[config.mk]
export PLATFORM = sky130hd
export DESIGN_NAME = inst_decode_stage
export DESIGN_NICKNAME = d
export VERILOG_FILES = /design/src/rtl/inst_decode_pkg.sv /design/src/rtl/inst_field_extract.sv /design/src/rtl/inst_decode_stage.sv
export SDC_FILE = /design/constraint.sdc
export NUM_CORES = 1
export LEC_CHECK = 0
export ABC_CLOCK_PERIOD_IN_PS = 7200
export CORE_MARGIN = 5
export CORE_UTILIZATION = 53
export CTS_BUF_LIST = sky130_fd_sc_hd__clkbuf_8 sky130_fd_sc_hd__clkbuf_16
export DETAILED_ROUTE_END_ITERATION = 8
export PLACE_DENSITY = 0.76
export SKIP_CTS_REPAIR_TIMING = 1
export SYNTH_ARGS = -nofsm -noshare
export SYNTH_HDL_FRONTEND = slang
export SYNTH_SLANG_ARGS = --single-unit
[constraint.sdc]
create_clock -name clk -period 7.2 [get_ports clk]
set_input_delay 1.44 -clock clk [delete_from_list [all_inputs] [get_ports clk]]
set_output_delay 1.44 -clock clk [all_outputs]
set_load 0.02 [all_outputs]
[src/rtl/inst_decode_pkg.sv]
// Shared RV32 decode definitions: format codes, opcode constants, decoded-field
// record and the opcode-to-format classifier used by decoder and execute blocks.
package inst_decode_pkg;

  typedef enum logic [2:0] {
    FMT_R   = 3'd0,
    FMT_I   = 3'd1,
    FMT_S   = 3'd2,
    FMT_B   = 3'd3,
    FMT_U   = 3'd4,
    FMT_J   = 3'd5,
    FMT_ILL = 3'd7
  } fmt_e;

  typedef enum logic [1:0] {
    ST_EMPTY = 2'd0,
    ST_ONE   = 2'd1,
    ST_TWO   = 2'd2
  } stage_st_e;

  localparam logic [6:0] OP_OP     = 7'b0110011;
  localparam logic [6:0] OP_IMM    = 7'b0010011;
  localparam logic [6:0] OP_LOAD   = 7'b0000011;
  localparam logic [6:0] OP_JALR   = 7'b1100111;
  localparam logic [6:0] OP_SYSTEM = 7'b1110011;
  localparam logic [6:0] OP_STORE  = 7'b0100011;
  localparam logic [6:0] OP_BRANCH = 7'b1100011;
  localparam logic [6:0] OP_LUI    = 7'b0110111;
  localparam logic [6:0] OP_AUIPC  = 7'b0010111;
  localparam logic [6:0] OP_JAL    = 7'b1101111;

  typedef struct packed {
    fmt_e       fmt;
    logic [6:0] opcode;
    logic [4:0] rd;
    logic [2:0] funct3;
    logic [4:0] rs1;
    logic [4:0] rs2;
    logic [6:0] funct7;
    logic       illegal;
  } dec_fields_t;

  // Compressed encodings (low bits != 11) are not supported and decode as ILL.
  function automatic fmt_e opcode_fmt(input logic [31:0] inst);
    fmt_e f;
    if (inst[1:0] != 2'b11) begin
      f = FMT_ILL;
    end else begin
      case (inst[6:0])
        OP_OP:                                f = FMT_R;
        OP_IMM, OP_LOAD, OP_JALR, OP_SYSTEM:  f = FMT_I;
        OP_STORE:                             f = FMT_S;
        OP_BRANCH:                            f = FMT_B;
        OP_LUI, OP_AUIPC:                     f = FMT_U;
        OP_JAL:                               f = FMT_J;
        default:                              f = FMT_ILL;
      endcase
    end
    return f;
  endfunction

endpackage

[src/rtl/inst_field_extract.sv]
// Purely combinational RV32 field and immediate extraction; the immediate is
// sign-extended from instruction bit 31 to XLEN.
module inst_field_extract
  import inst_decode_pkg::*;
#(
  parameter int XLEN = 32
) (
  input  logic [31:0]     i_inst,
  output dec_fields_t     o_fields,
  output logic [XLEN-1:0] o_imm
);

  fmt_e        w_fmt;
  logic [31:0] w_imm32;

  assign w_fmt = opcode_fmt(i_inst);

  always_comb begin
    o_fields.fmt     = w_fmt;
    o_fields.opcode  = i_inst[6:0];
    o_fields.rd      = i_inst[11:7];
    o_fields.funct3  = i_inst[14:12];
    o_fields.rs1     = i_inst[19:15];
    o_fields.rs2     = i_inst[24:20];
    o_fields.funct7  = i_inst[31:25];
    o_fields.illegal = (w_fmt == FMT_ILL);
  end

  // R and ILL carry no immediate.
  always_comb begin
    w_imm32 = 32'd0;
    case (w_fmt)
      FMT_I:   w_imm32 = {{20{i_inst[31]}}, i_inst[31:20]};
      FMT_S:   w_imm32 = {{20{i_inst[31]}}, i_inst[31:25], i_inst[11:7]};
      FMT_B:   w_imm32 = {{19{i_inst[31]}}, i_inst[31], i_inst[7], i_inst[30:25],
                          i_inst[11:8], 1'b0};
      FMT_U:   w_imm32 = {i_inst[31:12], 12'd0};
      FMT_J:   w_imm32 = {{11{i_inst[31]}}, i_inst[31], i_inst[19:12], i_inst[20],
                          i_inst[30:21], 1'b0};
      default: w_imm32 = 32'd0;
    endcase
  end

  assign o_imm = XLEN'($signed(w_imm32));

endmodule

[src/rtl/inst_decode_stage.sv]
// Decode pipeline stage: one output register plus one skid entry behind a
// valid/ready handshake, with saturating decoded/illegal event counters.
module inst_decode_stage
  import inst_decode_pkg::*;
#(
  parameter int XLEN  = 32,
  parameter int CNT_W = 16
) (
  input  logic             clk,
  input  logic             rst,
  input  logic             in_valid,
  output logic             in_ready,
  input  logic [31:0]      instruction_word,
  output logic             out_valid,
  input  logic             out_ready,
  output logic [2:0]       fmt,
  output logic [6:0]       opcode,
  output logic [4:0]       rd,
  output logic [2:0]       funct3,
  output logic [4:0]       rs1,
  output logic [4:0]       rs2,
  output logic [6:0]       funct7,
  output logic [XLEN-1:0]  imm,
  output logic             illegal,
  output logic [CNT_W-1:0] dec_cnt,
  output logic [CNT_W-1:0] ill_cnt
);

  localparam logic [CNT_W-1:0] CNT_MAX = '1;

  dec_fields_t      w_dec;
  logic [XLEN-1:0]  w_dec_imm;
  logic             w_acc;
  logic             w_drain;

  stage_st_e        r_state;
  dec_fields_t      r_out;
  dec_fields_t      r_skid;
  logic [XLEN-1:0]  r_out_imm;
  logic [XLEN-1:0]  r_skid_imm;
  logic             r_out_valid;
  logic             r_in_ready;
  logic [CNT_W-1:0] r_dec_cnt;
  logic [CNT_W-1:0] r_ill_cnt;

  inst_field_extract #(.XLEN(XLEN)) u_extract (
    .i_inst   (instruction_word),
    .o_fields (w_dec),
    .o_imm    (w_dec_imm)
  );

  assign w_acc   = in_valid & r_in_ready;
  assign w_drain = r_out_valid & out_ready;

  // in_ready is a register that only drops on entry to TWO, so out_ready
  // never reaches it combinationally.
  always_ff @(posedge clk or posedge rst) begin
    if (rst) begin
      r_state     <= ST_EMPTY;
      r_out       <= '0;
      r_skid      <= '0;
      r_out_imm   <= '0;
      r_skid_imm  <= '0;
      r_out_valid <= 1'b0;
      r_in_ready  <= 1'b1;
    end else begin
      case (r_state)
        ST_EMPTY: begin
          if (w_acc) begin
            r_out       <= w_dec;
            r_out_imm   <= w_dec_imm;
            r_out_valid <= 1'b1;
            r_state     <= ST_ONE;
          end
        end
        ST_ONE: begin
          if (w_acc && w_drain) begin
            r_out     <= w_dec;
            r_out_imm <= w_dec_imm;
          end else if (w_acc) begin
            r_skid     <= w_dec;
            r_skid_imm <= w_dec_imm;
            r_in_ready <= 1'b0;
            r_state    <= ST_TWO;
          end else if (w_drain) begin
            r_out_valid <= 1'b0;
            r_state     <= ST_EMPTY;
          end
        end
        ST_TWO: begin
          if (w_drain) begin
            r_out      <= r_skid;
            r_out_imm  <= r_skid_imm;
            r_in_ready <= 1'b1;
            r_state    <= ST_ONE;
          end
        end
        default: begin
          r_out_valid <= 1'b0;
          r_in_ready  <= 1'b1;
          r_state     <= ST_EMPTY;
        end
      endcase
    end
  end

  // Event counters stick at all-ones rather than wrapping.
  always_ff @(posedge clk or posedge rst) begin
    if (rst) begin
      r_dec_cnt <= '0;
      r_ill_cnt <= '0;
    end else if (w_acc) begin
      if (r_dec_cnt != CNT_MAX) begin
        r_dec_cnt <= r_dec_cnt + CNT_W'(1);
      end
      if (w_dec.illegal && (r_ill_cnt != CNT_MAX)) begin
        r_ill_cnt <= r_ill_cnt + CNT_W'(1);
      end
    end
  end

  assign in_ready  = r_in_ready;
  assign out_valid = r_out_valid;
  assign fmt       = r_out.fmt;
  assign opcode    = r_out.opcode;
  assign rd        = r_out.rd;
  assign funct3    = r_out.funct3;
  assign rs1       = r_out.rs1;
  assign rs2       = r_out.rs2;
  assign funct7    = r_out.funct7;
  assign illegal   = r_out.illegal;
  assign imm       = r_out_imm;
  assign dec_cnt   = r_dec_cnt;
  assign ill_cnt   = r_ill_cnt;

endmodule

==> results.cfg <==
[sta]
max_freq_mhz = 226
slew_headroom_pct = 23.7
fin_setup_tns_ns = 0
grt_setup_unrepaired = false
worst_pin_slew_ns = 1.15
fin_crit_sh_pct = 61.6
hold_viol_final = 0
setup_viol = 0
clock_skew_ns = 0.00525
slew_violations = 0
fin_ws_ns = 2.77
fin_crit_ns = 4.43

[power]
p_per_area_nw_per_um2 = 205
total_power_mw = 2.01
ir_worst_vdd_mv = 0.148
power_leakage_nw = 4.41

[setup_path]
crit_chain = clkdlybuf4s50_1, nand2_1, nor2_1, nand3_2, a21oi_1, a21oi_1
crit_path_end_kind = flop
rrSetupSlack_ns = 3.73
reg2reg_from = in_ready$_DFFE_PP1P_
slowest_delay_ns = 1.06
path_common_cell = a21oi_1
critPathMaxFanout = 47
cp.required_ns = 7.47
timing.rr.end = r_skid_imm[24]$_DFFE_PP0P_
critical_path_class = input port to flop
start_kind = input port
critPathArrivalTime_ns = 4.70
crit_path_top_delay_cell = a21oi_1
r2r_cells = 5

[routing]
dr.pass1.iters = 5
vias_per_cell = 5.72
wire_per_inst_um = 17.2
ant_nets = 0
drt_iter0_markers = 617
wirelength_um = 19400
drc_errors = 0
vias = 6464

[layout]
area_delta_synth_final_pct = 26.4
fillCellCount = 1184
drive_above_1_share_pct = 8.55
fin_nets = 972
fin_area_um2 = 9840
num_antenna_cells = 0

[placement]
numPortBuffers = 137
gp_congestion = 0.805
placedInstanceArea_um2 = 9210
preCtsSetupSlack_ns = 2.32
dp_hpwl_um = 12300

[clock_network]
cts_sinks = 172
clkTransAtPathRegs_ns = 0.06
cts_max_path_buffers = 2
ctsRootBufferMaster = clkbuf_16
insertion_delay_ns = 0.43
htreeDepth = 4
cts_buffers = 17
cts_tree = done

[global_route]
first_global_vias = 6301
grt_use_total_pct = 22.8
antenna_found_initial = 0
grt-ovfl-total = 0
grt_max_degree = 114
grt_pass1_wl_um = 32700

[floorplan]
dieHeight_um = 131
num_io_pins = 138
die_w_um = 131
start_util_pct = 53.8
rows = 44
die-area_um2 = 17200
core_area_um2 = 14500

[yosys]
synth_async_sr_flop_share_pct = 100
synth-edff-count = 0
yosysWarnings = 0
synthFlopType = dfrtp_1
synth.cell_area_um2 = 7780
synth.avg_cell_area_um2 = 9.41
yosys.cell_types.count = 59
yosysSeqAreaShare_pct = 55.3
syn-num-nets = 865
synth_seq_cells = 172
syn_inst = 827

[hold_path]
hold_path_end = r_skid_imm[8]$_DFFE_PP0P_
min-delay-start = r_skid_imm[8]$_DFFE_PP0P_
hp-class = flop to flop
worstHoldPathCells = 2

[job]
drv_cap = 0

[run_status]
status = complete, no violations
-- critical path, delay by kind of cell --
kind	cells	cell delay (ns)
AO/OA/AOI/OAI	2	1.22
buffers and inverters	1	0.52
AND/OR/NAND/NOR	3	1.50
-- cell usage after synthesis, types with 6 or more instances --
master | instances | area share, %
nand2_1 | 217 | 10
dfrtp_1 | 171 | 55
nor2_1 | 105 | 5.1
a31oi_1 | 44 | 3.5
nor3_1 | 31 | 2.0
a21oi_1 | 27 | 1.7
buf_2 | 27 | 1.7
a211oi_2 | 20 | 3.2
clkbuf_1 | 19 | 0.92
o21ai_0 | 17 | 1.1
xnor2_1 | 16 | 1.8
nand3_1 | 14 | 0.90
and3_1 | 12 | 0.96
nand4_1 | 12 | 0.96
xor2_1 | 10 | 1.1
a211oi_1 | 6 | 0.58
a221o_1 | 6 | 0.77
-- power by group --
| group | internal (mW) | leakage, nW | switching, mW | total, mW |
|---|---|---|---|---|
| Combinational | 0.0248 | 1.70 | 0.0474 | 0.0722 |
| Sequential | 0.966 | 2.40 | 0 | 0.966 |
| Clock | 0.595 | 0.310 | 0.379 | 0.974 |
| Total | 1.59 | 4.41 | 0.427 | 2.01 |
-- flip-flops by register name (all words and copies together) (netlist names), 2 cells and up --
| name | flops |
|---|---|
| imm | 32 |
| fmt | 3 |
| r_skid | 36 |
| opcode | 7 |
| rs1 | 5 |
| funct7 | 7 |
| rd | 5 |
| funct3 | 3 |
| r_skid_imm | 32 |
| ill_cnt | 16 |
| dec_cnt | 16 |
| rs2 | 5 |
| r_state | 2 |
-- cell families (layout without fill, tap and decap cells) --
logic type      after synthesis  count (layout)  share of synthesized area (%)
flops                       172             172                           55.3
fa+ha+maj                     2               2                          0.321
xor+xnor                     26              26                           2.93
mux                           4               4                          0.563
buf+inv                      55             175                           3.33
simple gates                425             425                           23.9
compound gates              143             143                           13.7
-- layout by cell type, fill, tap and decap left out, drive strengths merged, types with 3 or more instances in the layout --
| cell | count |
|---|---|
| mux2 | 3 |
| a22oi | 5 |
| a211oi | 26 |
| nor2 | 107 |
| nand4b | 4 |
| clkinv | 6 |
| nand2b | 4 |
| a21oi | 28 |
| o21ai | 19 |
| nor3 | 34 |
| dfrtp | 171 |
| and2 | 3 |
| bufinv | 4 |
| buf | 4 |
| xor2 | 10 |
| nand4 | 12 |
| nor2b | 5 |
| nand2 | 217 |
| xnor2 | 16 |
| clkbuf | 19 |
| nand3 | 15 |
| inv | 3 |
| clkdlybuf4s50 | 137 |
| a31oi | 45 |
| and3 | 12 |
| a221o | 6 |
-- through the flow --
stage,util [%],hold slack (ns),cells
6_report,67.9,0.474,1131
5_1_grt,67.9,0.490,1131
4_1_cts,67.9,0.473,1131
3_5_place_dp,63.6,0.459,1099
3_3_place_gp,63.6,0.443,1099
2_1_floorplan,-,0.433,827
-- final cells by class --
cell class                 instances  area [um^2]  share of cell area (%)
clock buffer                      19          453                    4.60
clock inverter                    13          173                    1.76
inverter                           2         12.5                   0.127
multi-input combinational        600         3260                    33.2
sequential                       172         4310                    43.8
tap                              184          230                    2.34
timing repair buffer             141         1400                    14.2
-- worst max path at each step --
stage | to | cells past startpoint | startpoint
2_1_floorplan | dec_cnt[0]$_DFFE_PP0P_ | 1 | rst
3_3_place_gp | r_skid_imm[20]$_DFFE_PP0P_ | 6 | in_valid
5_1_grt | r_skid_imm[24]$_DFFE_PP0P_ | 6 | in_valid
6_report | r_skid_imm[24]$_DFFE_PP0P_ | 6 | in_valid
3_5_place_dp | r_skid_imm[20]$_DFFE_PP0P_ | 6 | in_valid
4_1_cts | r_skid_imm[24]$_DFFE_PP0P_ | 6 | in_valid
-- layer usage --
layer  share of wire, %  up-vias  GRT usage [%]
met5                  0        -              0
met4                1.8        0           7.16
met3                7.3       26           6.00
met2                 46      236           34.3
met1                 45     3147           32.6
li1                   -     3055              -
(Power assumes the default switching activity.)
